--- src/rtl/regfile_write_arbiter.sv ---
// Single write-port arbiter for the register file: ALU writes (port A) take
// priority over buffered long-latency results (port B), with a RAW pending mask.
module regfile_write_arbiter #(
  parameter int unsigned DEPTH = 4,
  parameter int unsigned AW    = 5,
  parameter int unsigned DW    = 32
) (
  input  logic                     clk,
  input  logic                     rst_n,
  input  logic                     a_valid,
  input  logic [AW-1:0]            a_reg,
  input  logic [DW-1:0]            a_data,
  input  logic                     b_valid,
  output logic                     b_ready,
  input  logic [AW-1:0]            b_reg,
  input  logic [DW-1:0]            b_data,
  output logic                     RegWrite,
  output logic [AW-1:0]            WriteReg,
  output logic [DW-1:0]            WriteData,
  output logic [31:0]              pending_mask,
  output logic [$clog2(DEPTH):0]   fifo_count,
  output logic                     protocol_err
);

  localparam int unsigned PW = $clog2(DEPTH);
  localparam int unsigned CW = PW + 1;

  logic [AW-1:0] mem_reg  [DEPTH];
  logic [DW-1:0] mem_data [DEPTH];
  logic [PW-1:0] rd_ptr, wr_ptr;
  logic [CW-1:0] count;
  logic          out_is_b;

  logic          a_sel, b_fire, b_live, fifo_empty, pop, push, bypass;
  logic [CW-1:0] count_nxt;
  logic          reg_write_nxt, out_is_b_nxt, err_nxt;
  logic [AW-1:0] write_reg_nxt;
  logic [DW-1:0] write_data_nxt;

  assign b_ready    = (count < CW'(DEPTH));
  assign fifo_count = count;

  // Arbitration: A first, then FIFO head, then a same-cycle B bypass.
  always_comb begin
    a_sel      = a_valid && (a_reg != '0);
    b_fire     = b_valid && b_ready;
    b_live     = b_fire && (b_reg != '0);
    fifo_empty = (count == '0);
    pop        = !a_sel && !fifo_empty;
    bypass     = !a_sel && fifo_empty && b_live;
    push       = b_live && !bypass;
  end

  // Destination mask of every live FIFO entry plus a B write sitting in the output stage.
  always_comb begin
    logic [PW-1:0] offset;
    pending_mask = '0;
    offset       = '0;
    for (int unsigned i = 0; i < DEPTH; i++) begin
      offset = PW'(i) - rd_ptr;
      if (CW'(offset) < count) begin
        pending_mask = pending_mask | (32'(1) << mem_reg[i]);
      end
    end
    if (RegWrite && out_is_b) begin
      pending_mask = pending_mask | (32'(1) << WriteReg);
    end
  end

  // Next-state for occupancy, output stage and the sticky race flag.
  always_comb begin
    count_nxt      = count + CW'(push) - CW'(pop);
    reg_write_nxt  = 1'b0;
    out_is_b_nxt   = 1'b0;
    write_reg_nxt  = WriteReg;
    write_data_nxt = WriteData;
    err_nxt        = protocol_err || (a_sel && (|(pending_mask & (32'(1) << a_reg))));
    if (a_sel) begin
      reg_write_nxt  = 1'b1;
      write_reg_nxt  = a_reg;
      write_data_nxt = a_data;
    end else if (pop) begin
      reg_write_nxt  = 1'b1;
      out_is_b_nxt   = 1'b1;
      write_reg_nxt  = mem_reg[rd_ptr];
      write_data_nxt = mem_data[rd_ptr];
    end else if (bypass) begin
      reg_write_nxt  = 1'b1;
      out_is_b_nxt   = 1'b1;
      write_reg_nxt  = b_reg;
      write_data_nxt = b_data;
    end
  end

  always_ff @(posedge clk or negedge rst_n) begin
    if (!rst_n) begin
      rd_ptr       <= '0;
      wr_ptr       <= '0;
      count        <= '0;
      RegWrite     <= 1'b0;
      WriteReg     <= '0;
      WriteData    <= '0;
      out_is_b     <= 1'b0;
      protocol_err <= 1'b0;
    end else begin
      count        <= count_nxt;
      RegWrite     <= reg_write_nxt;
      WriteReg     <= write_reg_nxt;
      WriteData    <= write_data_nxt;
      out_is_b     <= out_is_b_nxt;
      protocol_err <= err_nxt;
      if (pop)  rd_ptr <= rd_ptr + PW'(1);
      if (push) wr_ptr <= wr_ptr + PW'(1);
    end
  end

  // Payload storage needs no reset; occupancy alone decides which entries are live.
  always_ff @(posedge clk) begin
    if (push) begin
      mem_reg[wr_ptr]  <= b_reg;
      mem_data[wr_ptr] <= b_data;
    end
  end

endmodule

--- config.mk ---
export PLATFORM = sky130hd
export DESIGN_NAME = regfile_write_arbiter
export DESIGN_NICKNAME = d
export VERILOG_FILES = /design/src/rtl/regfile_write_arbiter.sv
export SDC_FILE = /design/constraint.sdc
export NUM_CORES = 1
export LEC_CHECK = 0
export CAP_MARGIN = 25
export CORE_MARGIN = 1
export CORE_UTILIZATION = 45
export CTS_CLUSTER_SIZE = 40
export DETAILED_ROUTE_END_ITERATION = 8
export HOLD_SLACK_MARGIN = 0.06
export PLACE_DENSITY = 0.72
export SYNTH_ARGS = -nofsm -noshare
export SYNTH_HDL_FRONTEND = slang
export SYNTH_SLANG_ARGS = --single-unit
--- constraint.sdc ---
create_clock -name clk -period 9.4 [get_ports clk]
set_clock_uncertainty 0.15 [all_clocks]
set_input_delay 1.88 -clock clk [delete_from_list [all_inputs] [get_ports clk]]
set_output_delay 1.88 -clock clk [all_outputs]
set_load 0.01 [all_outputs]
Word level (Yosys, flattened, before mapping)
Memories as Yosys holds them, arrays and structs flattened. Index checks and enable logic that the tools add are counted.

Bits in registers: 47. Memories: 2. Bits in writable memories: 148. Word-level logic and storage cells: 69. Input bits: 78.

Memory list: mem_data (depth 4, width 32, read ports 1, clocked after Yosys merged registers in 0, wr ports 1, line 29) `logic [DW-1:0] mem_data [DEPTH];`; mem_reg (depth 4, width 5, read ports 5, clocked after Yosys merged registers in 0, wr ports 1, line 28) `logic [AW-1:0] mem_reg [DEPTH];`.

Reduce and logical (&&, ||, !) cells: 18. Multiplexer cells: 17. Add/subtract/negate cells: 8. $lt $le $gt $ge: 5. Bitwise logic cells: 5. Shift operators: 6.

Operator list (count): 32-bit 2-to-1 mux (8); 1-bit by 5-bit left shift with 32-bit output (first input constant) (6); 32-bit OR (4); 32-bit AND (1); 32-bit OR reduction (1); 5-bit 2-to-1 mux (3); 2-bit by 3-bit less-than comparator with 1-bit output (4); 5-bit nonzero test (2); 1-bit logical AND (9); 1-bit 2-to-1 mux (6); 2-bit by 1-bit adder with 2-bit output (second input constant) (2); 1-bit by 2-bit subtractor with 2-bit output (first input constant) (2); 2-bit subtractor (first input constant) (2); 3-bit by 1-bit adder with 3-bit output (1); 1-bit logical NOT (3); 3-bit logical NOT (1); 3-bit less-than comparator (second input constant) (1); 3-bit nonzero test (1); 3-bit by 1-bit subtractor with 3-bit output (1); 1-bit logical OR (1).

Depth between registers and ports, before layout
Gate-level depths: netlist of run 1.

Depth after elaboration: 15. Gate-level depth with buffers: 14. Depth with buffers taken out: 11.

Worst setup path before layout of run 1
OpenSTA, ideal clock, no wires.

Path type: reg-to-output. Start: register rd_ptr[0]. End: output pending_mask[26]. Path buffers: 3. Stages on the path, launching flop included: 11. Required time: 7.370 ns. Arrival: 2.545 ns. Setup slack: 4.825 ns. Cell sequence: dfrtp_1 > buf_4 > clkbuf_1 > xnor2_1 > inv_1 > ha_1 > and2b_4 > a211o_2 > buf_2 > o32ai_1 > or3_1.

Longest elaborated chain between the ends: 11. Elaborated cells between the ends (all ways): 17. Those cells by class: add/sub (4); order compare (4); mux (5); bitwise (4).

RTL lines: start, declared (line 30) `logic [PW-1:0] rd_ptr, wr_ptr;`; start signal, assigned (line 112) `if (pop) rd_ptr <= rd_ptr + PW'(1);`; 1-bit by 2-bit subtractor with 2-bit output (line 60) `offset = PW'(i) - rd_ptr;`; 2-bit by 3-bit less-than comparator with 1-bit output (line 61) `if (CW'(offset) < count) begin`; 32-bit 2-to-1 mux (line 61); 32-bit OR (line 62) `pending_mask = pending_mask | (32'(1) << mem_reg[i]);`; 32-bit 2-to-1 mux (line 61); 32-bit OR (line 62); 32-bit 2-to-1 mux (line 61); 32-bit OR (line 62); 32-bit 2-to-1 mux (*) (line 61); 32-bit OR (line 66) `pending_mask = pending_mask | (32'(1) << WriteReg);`; 32-bit 2-to-1 mux (*) (line 65) `if (RegWrite && out_is_b) begin`; end, declared (line 20) `output logic [31:0] pending_mask,`.

Every way passes the cells marked *; elsewhere a longest branch is shown, timed or not.

Worst setup path in the final report of run 1
Start: register rd_ptr[1]. End: output pending_mask[8].

The elaborated chain is that of the path after synthesis.

==> qor.txt, run 1 <==
================================================================================
Mean instance size in the synthesized netlist .....................    12.06 um2
CTS tree ..........................................................        built
Accumulated negative setup slack ..................................         0 ns
Setup fix buffers added after clock tree synthesis ................            0
First drt pass iteration count ....................................            7
Setup repair after global routing missed its margin ...............        false
Data required, critical path ......................................      7.37 ns
Post-synth design cell area .......................................    10150 um2
Cell types occupying the most area after synthesis ................ sky130_fd_sc_hd__edfxtp_1 (44%), sky130_fd_sc_hd__dfrtp_1 (12%), sky130_fd_sc_hd__mux4_2 (8.2%), sky130_fd_sc_hd__o221a_2 (3.4%), sky130_fd_sc_hd__nor3_1 (3.2%)
Cell variety after synth ..........................................           81
Number of nets in the final layout ................................         1063
Number of cells in the finished layout apart from fillers .........         1267
Hold Fails Final Rpt ..............................................            0
Insertion delay of the later-clocked pin in the worst-skew pair ...      0.43 ns
Gr ovfl total .....................................................            0
EDFF count, synth .................................................          148
Global-route total usage across every layer .......................       29.07%
Post-Route WL .....................................................     32980 um
Number of antenna violations at the first check in global routing .            0
Global-route wire length before repair ............................     50390 um
Total of fill cells in the finished design ........................         1810
Synth Instances ...................................................          842
Root Buffer ....................................................... sky130_fd_sc_hd__clkbuf_16
Static leakage power ..............................................  0.004302 uW
Number of H-tree branching levels .................................            4
Number of setup violations in the final report ....................            0
Clock-pin slew on the worst setup and hold paths ..................      0.07 ns
Worst setup path start ............................................ rd_ptr[1]$_DFFE_PN0P_
TritonCTS buffer count ............................................           17
Share of the clock period used by the worst path after layout .....       62.59%
Post-Synthesis Net Count ..........................................          931
Initial Util ......................................................       46.25%
Violated checks ................................................... design-rule violations
F_max .............................................................    170.0 MHz
Crit. End Element .................................................  output port
Relative max-transition margin ....................................       31.98%
Critical path destination ......................................... pending_mask[8]
IO Count ..........................................................          153
Crit Path Max Fanout ..............................................           12
Register-to-register setup slack ..................................      5.80 ns
Vias in the first global route ....................................         7982
Most used flip-flop cell after synthesis .......................... sky130_fd_sc_hd__edfxtp_1
Instance count after placement with tap cells included ............         1232
DRC violation count after routing .................................           14
Final RePlAce weighted congestion .................................       0.9716
Largest area contributor in the synthesized netlist ............... sky130_fd_sc_hd__edfxtp_1
Worst vdd rail ir drop ............................................  0.0001521 V
Number of routed nets with antenna violations .....................            0
Die Area ..........................................................    23170 um2
Post-synthesis to final-layout area growth ........................       23.74%
Max-cap violation count ...........................................            0
Least-Margin Pin Slew .............................................     1.013 ns
First DRT Iteration DRCs ..........................................          808
Share of Yosys cell area claimed by the top area cell type ........       43.77%
Path type of the worst setup path ................................. flip-flop to output port
HPWL after DPL ....................................................     22920 um
Number of sinks handled by clock tree synthesis ...................          195
Number of synthesized register bits ...............................          195
CP startpoint kind ................................................    flip-flop
Max reg flops .....................................................          128
Number of antenna cells inserted ..................................            0
Core region area ..................................................    21960 um2
Hold wc startpoint ................................................ WriteData[3]$_DFFE_PN0P_
Run status ........................................................ finished, violations left
Fin. max-slew vios ................................................            0
Worst path arrival time ...........................................      3.85 ns
Number of input and output port buffers inserted ..................          152
Post-synthesis sequential area ratio ..............................       55.35%
Crit Reg-Reg Startpoint ........................................... fifo_count[1]$_DFF_PN0_
Kind of path behind the tightest hold check ....................... flip-flop to flip-flop
Power density cells ............................................... 275.1 nW/um2
# rows ............................................................           54
Fraction of final layout cells sized beyond drive strength 1 ......       15.30%
Pin count of the biggest net entering global routing ..............           69
Number of vias after detailed routing .............................         8126
Async S/R FF share, synth .........................................       24.10%
Maximum root-to-sink buffer count .................................            2
Vertical die dimension ............................................     152.2 um
Routed len/inst ...................................................     26.03 um
CTS resizes .......................................................            0
Hold buffers post-CTS .............................................            0
Worst reg2reg path depth ..........................................           10
Chip Width ........................................................     152.2 um
Synthesis Warnings ................................................            0
Capturing point of the worst reg2reg path ......................... protocol_err$_DFF_PN0_
Shortest clock period the worst path allows after layout ..........     5.883 ns
Post-detailed-route via-to-cell ratio .............................        6.414
================================================================================
-- routing by layer --
layer	wire length, um	vias to the layer above	GRT usage [%]
met5	0	-	0
met4	1709	0	16.23
li1	-	3566	-
met3	2293	87	4.664
met1	13290	4054	38.12
met2	15690	419	46.39
-- area by class of cell --
type / count / area [um2] / area share (%)
Multi-Input combinational cell: 570 / 4247 / 33.79
Tap cell: 280 / 350.3 / 2.788
Timing Repair Buffer: 167 / 1667 / 13.26
Clock inverter: 15 / 167.7 / 1.334
Clock buffer: 17 / 425.4 / 3.385
Sequential cell: 195 / 5623 / 44.75
Inverter: 23 / 86.33 / 0.6870
-- critical path, cell delays in order (launching register included) --
cell and delay, ns:
sky130_fd_sc_hd__dfrtp_2 0.47, sky130_fd_sc_hd__xnor2_1 0.37, sky130_fd_sc_hd__inv_1 0.09, sky130_fd_sc_hd__ha_1 0.28
sky130_fd_sc_hd__and2b_4 0.18, sky130_fd_sc_hd__a211oi_2 0.85, sky130_fd_sc_hd__a32oi_1 0.22, sky130_fd_sc_hd__nand2_1 0.20
sky130_fd_sc_hd__a21oi_1 0.05, sky130_fd_sc_hd__o21ai_0 0.12, sky130_fd_sc_hd__clkdlybuf4s50_1 0.59
-- placed cells by master, fill, tap and decap left out, types with 4 or more instances in the layout --
cell type                         instances
sky130_fd_sc_hd__nor3_1                  63
sky130_fd_sc_hd__or3_1                   11
sky130_fd_sc_hd__nor2b_1                 19
sky130_fd_sc_hd__or4_1                    4
sky130_fd_sc_hd__inv_6                    6
sky130_fd_sc_hd__edfxtp_1               148
sky130_fd_sc_hd__o211ai_1                 6
sky130_fd_sc_hd__o2111ai_1                7
sky130_fd_sc_hd__nand4_1                  7
sky130_fd_sc_hd__or2_2                    9
sky130_fd_sc_hd__o21ai_0                 45
sky130_fd_sc_hd__and2_1                   9
sky130_fd_sc_hd__clkdlybuf4s50_1        151
sky130_fd_sc_hd__nor2_1                  70
sky130_fd_sc_hd__dfrtp_1                 45
sky130_fd_sc_hd__inv_1                   23
sky130_fd_sc_hd__xnor2_1                  5
sky130_fd_sc_hd__mux4_2                  37
sky130_fd_sc_hd__nand3_1                 37
sky130_fd_sc_hd__nand2_1                 44
sky130_fd_sc_hd__and3_1                   4
sky130_fd_sc_hd__o22ai_1                 21
sky130_fd_sc_hd__a221oi_1                 4
sky130_fd_sc_hd__a21oi_1                  9
sky130_fd_sc_hd__clkbuf_16               17
sky130_fd_sc_hd__ha_1                    10
sky130_fd_sc_hd__nand2b_1                23
sky130_fd_sc_hd__o221ai_1                 4
sky130_fd_sc_hd__a22oi_1                  7
sky130_fd_sc_hd__o221a_2                 31
sky130_fd_sc_hd__and2_2                   4
sky130_fd_sc_hd__a31oi_1                  5
sky130_fd_sc_hd__buf_4                   12
-- metrics by stage --
step | setup WS, ns | total power [uW] | area, um2 | util (%) | hold slack, ns
6_report | 3.517 | 3457 | 12570 | 57.23 | 0.3999
5_1_grt | 3.522 | 3626 | 12570 | 57.23 | 0.4150
4_1_cts | 3.584 | 3450 | 12510 | 56.95 | 0.4029
3_5_place_dp | 3.885 | 2732 | 11910 | 54.25 | 0.3861
3_3_place_gp | 3.918 | 2725 | 11910 | 54.25 | 0.3793
2_1_floorplan | 4.825 | 2130 | 10150 | - | 0.4141
-- power breakdown --
group / internal (uW) / leakage, uW / switching, uW / total [uW]
combinational: 666 / 0.00214 / 841 / 1510
clock: 378 / 0.000286 / 336 / 713
sequential: 1110 / 0.00187 / 129 / 1240
-- worst min path at each step --
stage                                            to  slack, ns  cells after the start
after global placement    WriteData[17]$_DFFE_PN0P_       0.38                      2
after floorplan           WriteData[17]$_DFFE_PN0P_       0.41                      2
after detailed placement   WriteData[5]$_DFFE_PN0P_       0.39                      1
final                      WriteData[3]$_DFFE_PN0P_       0.40                      1
after CTS                 WriteData[21]$_DFFE_PN0P_       0.40                      2
after global routing       WriteData[3]$_DFFE_PN0P_       0.42                      1
-- Yosys cell counts (4+ instances only) --
cell type	instances
sky130_fd_sc_hd__o221ai_1	4
sky130_fd_sc_hd__o2111ai_1	7
sky130_fd_sc_hd__a31oi_1	5
sky130_fd_sc_hd__dfrtp_1	47
sky130_fd_sc_hd__clkbuf_1	39
sky130_fd_sc_hd__edfxtp_1	148
sky130_fd_sc_hd__or2_2	9
sky130_fd_sc_hd__o22ai_1	21
sky130_fd_sc_hd__buf_2	6
sky130_fd_sc_hd__or3_1	11
sky130_fd_sc_hd__o221a_2	31
sky130_fd_sc_hd__nand4_1	7
sky130_fd_sc_hd__a22oi_1	7
sky130_fd_sc_hd__nor2_1	70
sky130_fd_sc_hd__and2_1	13
sky130_fd_sc_hd__buf_1	5
sky130_fd_sc_hd__nor2b_1	19
sky130_fd_sc_hd__inv_1	23
sky130_fd_sc_hd__a221oi_1	4
sky130_fd_sc_hd__and3_1	4
sky130_fd_sc_hd__a21oi_1	9
sky130_fd_sc_hd__a211oi_1	4
sky130_fd_sc_hd__nor3_1	64
sky130_fd_sc_hd__mux4_2	37
sky130_fd_sc_hd__nand3_1	37
sky130_fd_sc_hd__o21ai_0	45
sky130_fd_sc_hd__o211ai_1	6
sky130_fd_sc_hd__ha_1	10
sky130_fd_sc_hd__or4_1	4
sky130_fd_sc_hd__nand2_1	44
sky130_fd_sc_hd__nand2b_1	23
sky130_fd_sc_hd__xnor2_1	5
-- cells by family (layout without fill, tap and decap cells) --
family | count (synthesis) | count (layout) | share of synthesized area, %
AO/OA/AOI/OAI | 185 | 185 | 14.27
XOR/XNOR | 6 | 6 | 0.5175
adder cells (fa/ha/maj) | 11 | 11 | 1.429
buffers and inverters | 77 | 222 | 3.142
flip-flops | 195 | 195 | 55.35
multiplexers | 39 | 39 | 8.428
AND/OR/NAND/NOR | 329 | 329 | 16.87
Power figures use the tool's default switching activity.
==> run 2: changes to the inputs <==
--- a/config.mk
+++ b/config.mk
@@ -11,7 +11,7 @@
 export CTS_CLUSTER_SIZE = 40
 export DETAILED_ROUTE_END_ITERATION = 8
 export HOLD_SLACK_MARGIN = 0.06
-export PLACE_DENSITY = 0.72
+export PLACE_DENSITY = 0.75
 export SYNTH_ARGS = -nofsm -noshare
 export SYNTH_HDL_FRONTEND = slang
 export SYNTH_SLANG_ARGS = --single-unit
==> constraint.sdc (replaced) <==
create_clock -name clk -period 5.2 [get_ports clk]
set_clock_uncertainty 0.15 [all_clocks]
set_input_delay 1.04 -clock clk [delete_from_list [all_inputs] [get_ports clk]]
set_output_delay 1.04 -clock clk [all_outputs]
set_load 0.01 [all_outputs]
==> run 2 against run 1 <==
Net effect:
- the run still ends with design-rule violations left
- sequential share of layout area shrank 0.16 points
- count of clock-buffer cells in the layout is 4 higher
- combinational power increased by 80%
- wire length is 1.2% lower
- critical path depth down 3
- via count increased by 1.6%
- final area is 0.36% higher
- register-to-register slack got worse by 4.2 ns
- global-route usage decreased by 0.28 points
- worst hold slack hardly changed
- power rose by 82%
- non-clock buffer count grew 10
==> qor.txt, run 2 (synthesis results as in run 1) <==
================================================================================
Max reg flops .....................................................          128
Insertion delay of the later-clocked pin in the worst-skew pair ...      0.43 ns
Worst path arrival time ...........................................      3.51 ns
Pin count of the biggest net entering global routing ..............           71
Number of cells traversed by the worst hold path ..................            2
Initial Util ......................................................       46.25%
Setup fix buffers added after clock tree synthesis ................            0
Number of sinks handled by clock tree synthesis ...................          195
Number of routed nets with antenna violations .....................            0
Chip Width ........................................................     152.2 um
Net switching share of the total power ............................       36.46%
Hold buffers post-CTS .............................................            0
HPWL after DPL ....................................................     22790 um
Vertical die dimension ............................................     152.2 um
Violated checks ................................................... design-rule violations
Fin. max-slew vios ................................................            0
Vias in the first global route ....................................         8424
Max-cap violation count ...........................................            0
Power share of the combinational group ............................        43.3%
Fraction of final layout cells sized beyond drive strength 1 ......       15.55%
Kind of path behind the tightest hold check ....................... flip-flop to flip-flop
IO Count ..........................................................          153
Path type of the worst setup path ................................. flip-flop to output port
Hold Crit Endpoint ................................................ WriteData[17]$_DFFE_PN0P_
Total of fill cells in the finished design ........................         1823
Global-route wire length before repair ............................     50200 um
Least-Margin Pin Slew .............................................    0.9724 ns
Capturing point of the worst reg2reg path ......................... protocol_err$_DFF_PN0_
Sum of internal, switching and leakage power ......................      6280 uW
Worst vdd rail ir drop ............................................  0.0003986 V
Net switching power ...............................................      2290 uW
TritonCTS buffer count ............................................           17
Footprint of the multi-input gates ................................     4242 um2
Worst reg2reg path depth ..........................................           10
Footprint of the flip-flops and latches ...........................     5623 um2
Clock-pin slew on the worst setup and hold paths ..................      0.07 ns
Accumulated negative setup slack ..................................         0 ns
# rows ............................................................           54
CTS tree ..........................................................        built
Number of input and output port buffers inserted ..................          152
Kind of cell adding the most delay to the critical path ........... compound AO/OA/AOI/OAI gates
DRC violation count after routing .................................           10
Die Area ..........................................................    23170 um2
Power density cells ............................................... 498.0 nW/um2
Run status ........................................................ finished, violations left
Most common cell after layout, fill and taps aside ................ sky130_fd_sc_hd__clkdlybuf4s50_1
Leading cell types in the layout, fill and taps excluded .......... sky130_fd_sc_hd__clkdlybuf4s50_1 (151), sky130_fd_sc_hd__edfxtp_1 (148), sky130_fd_sc_hd__nor2_1 (70), sky130_fd_sc_hd__nor3_1 (63)
Post-route cell area ..............................................    12610 um2
Crit Path Max Fanout ..............................................            6
Crit Reg-Reg Startpoint ........................................... fifo_count[1]$_DFF_PN0_
Global-route total usage across every layer .......................       28.80%
Data required, critical path ......................................      4.01 ns
First drt pass iteration count ....................................            7
CP startpoint kind ................................................    flip-flop
First DRT Iteration DRCs ..........................................          870
Gr ovfl total .....................................................            0
Number of nets in the final layout ................................         1073
Critical-path top delay cell ...................................... sky130_fd_sc_hd__a2111oi_0
Maximum root-to-sink buffer count .................................            2
Crit path depth ...................................................            7
Relative max-transition margin ....................................       33.50%
CTS resizes .......................................................            0
Final RePlAce weighted congestion .................................        1.040
Sequential cell fraction of total power ...........................        35.7%
Clock share of power ..............................................        20.9%
Static leakage power ..............................................  0.004346 uW
Post-detailed-route via-to-cell ratio .............................        6.463
Post-synthesis to final-layout area growth ........................       24.19%
Number of setup violations in the final report ....................            0
Number of H-tree branching levels .................................            4
Register-to-register setup slack ..................................      1.64 ns
Root Buffer ....................................................... sky130_fd_sc_hd__clkbuf_16
F_max .............................................................    212.7 MHz
Routed len/inst ...................................................     25.51 um
Number of vias after detailed routing .............................         8253
Hold wc startpoint ................................................ WriteData[17]$_DFFE_PN0P_
Cell Chain, Critical Path ......................................... inv_1 > ha_1 > nor2b_1 > a2111oi_0 > a22oi_1 > nand3_1 > clkdlybuf4s50_1
Crit. End Element .................................................  output port
Post-Route WL .....................................................     32580 um
Cell Int Power ....................................................      3990 uW
Shortest clock period the worst path allows after layout ..........     4.701 ns
Setup repair after global routing missed its margin ...............        false
Number of antenna cells inserted ..................................            0
Hold Fails Final Rpt ..............................................            0
Dpl cell area .....................................................    12020 um2
Slowest cell delay on critical path ...............................      0.91 ns
Number of buffer and inverter stages on the critical path .........            2
Number of antenna violations at the first check in global routing .            0
Share of the clock period used by the worst path after layout .....       90.41%
Core region area ..................................................    21960 um2
================================================================================
## run 2: final cells by class
type / count / area share (%)
Tap cell: 280 / 2.778
Timing Repair Buffer: 177 / 13.61
Clock buffer: 21 / 3.492
Inverter: 23 / 0.6846
Clock inverter: 11 / 1.210
Multi-Input combinational cell: 570 / 33.63
Sequential cell: 195 / 44.59
## run 2: worst max path at each step
stage | from | to
5_1_grt | fifo_count[1]$_DFF_PN0_ | pending_mask[5]
4_1_cts | fifo_count[1]$_DFF_PN0_ | pending_mask[14]
3_3_place_gp | a_reg[0] | fifo_count[2]$_DFF_PN0_
2_1_floorplan | rd_ptr[0]$_DFFE_PN0P_ | pending_mask[26]
3_5_place_dp | a_reg[0] | fifo_count[2]$_DFF_PN0_
6_report | fifo_count[1]$_DFF_PN0_ | pending_mask[14]
## run 2: worst register-to-register path, delay by kind of cell, from the launching register on
family | cells | cell delay (ns)
compound gates | 3 | 0.84
fa+ha+maj | 1 | 0.39
buf+inv | 1 | 0.16
flops | 1 | 0.51
simple gates | 5 | 1.40
## run 2: power by group through the flow
stage          combinational [uW]  clock (uW)  sequential (uW)
2_1_floorplan                1610           0             2240
3_3_place_gp                 2680           0             2260
3_5_place_dp                 2700           0             2260
4_1_cts                      2710        1330             2240
5_1_grt                      2910        1400             2280
6_report                     2720        1320             2240
## run 2: per-stage QoR
stage	setup slack (ns)	util, %	std cells	hold slack (ns)
finish	0.4989	57.43	1277	0.4001
global route	0.3315	57.43	1277	0.4228
CTS	0.6051	57.43	1277	0.4034
detailed placement	0.9131	54.73	1245	0.3833
global placement	0.9772	54.73	1245	0.3850
floorplan	1.465	-	842	0.4141
## run 2: layer usage
metal  part of all wire (%)  wire, um  vias up  track usage [%]
met4                    4.2      1380        0            14.87
li1                       -         -     3596                -
met3                    8.0      2622       89            5.176
met1                     39     12720     4064            36.41
met5                      0         0        -                0
met2                     49     15860      504            47.62
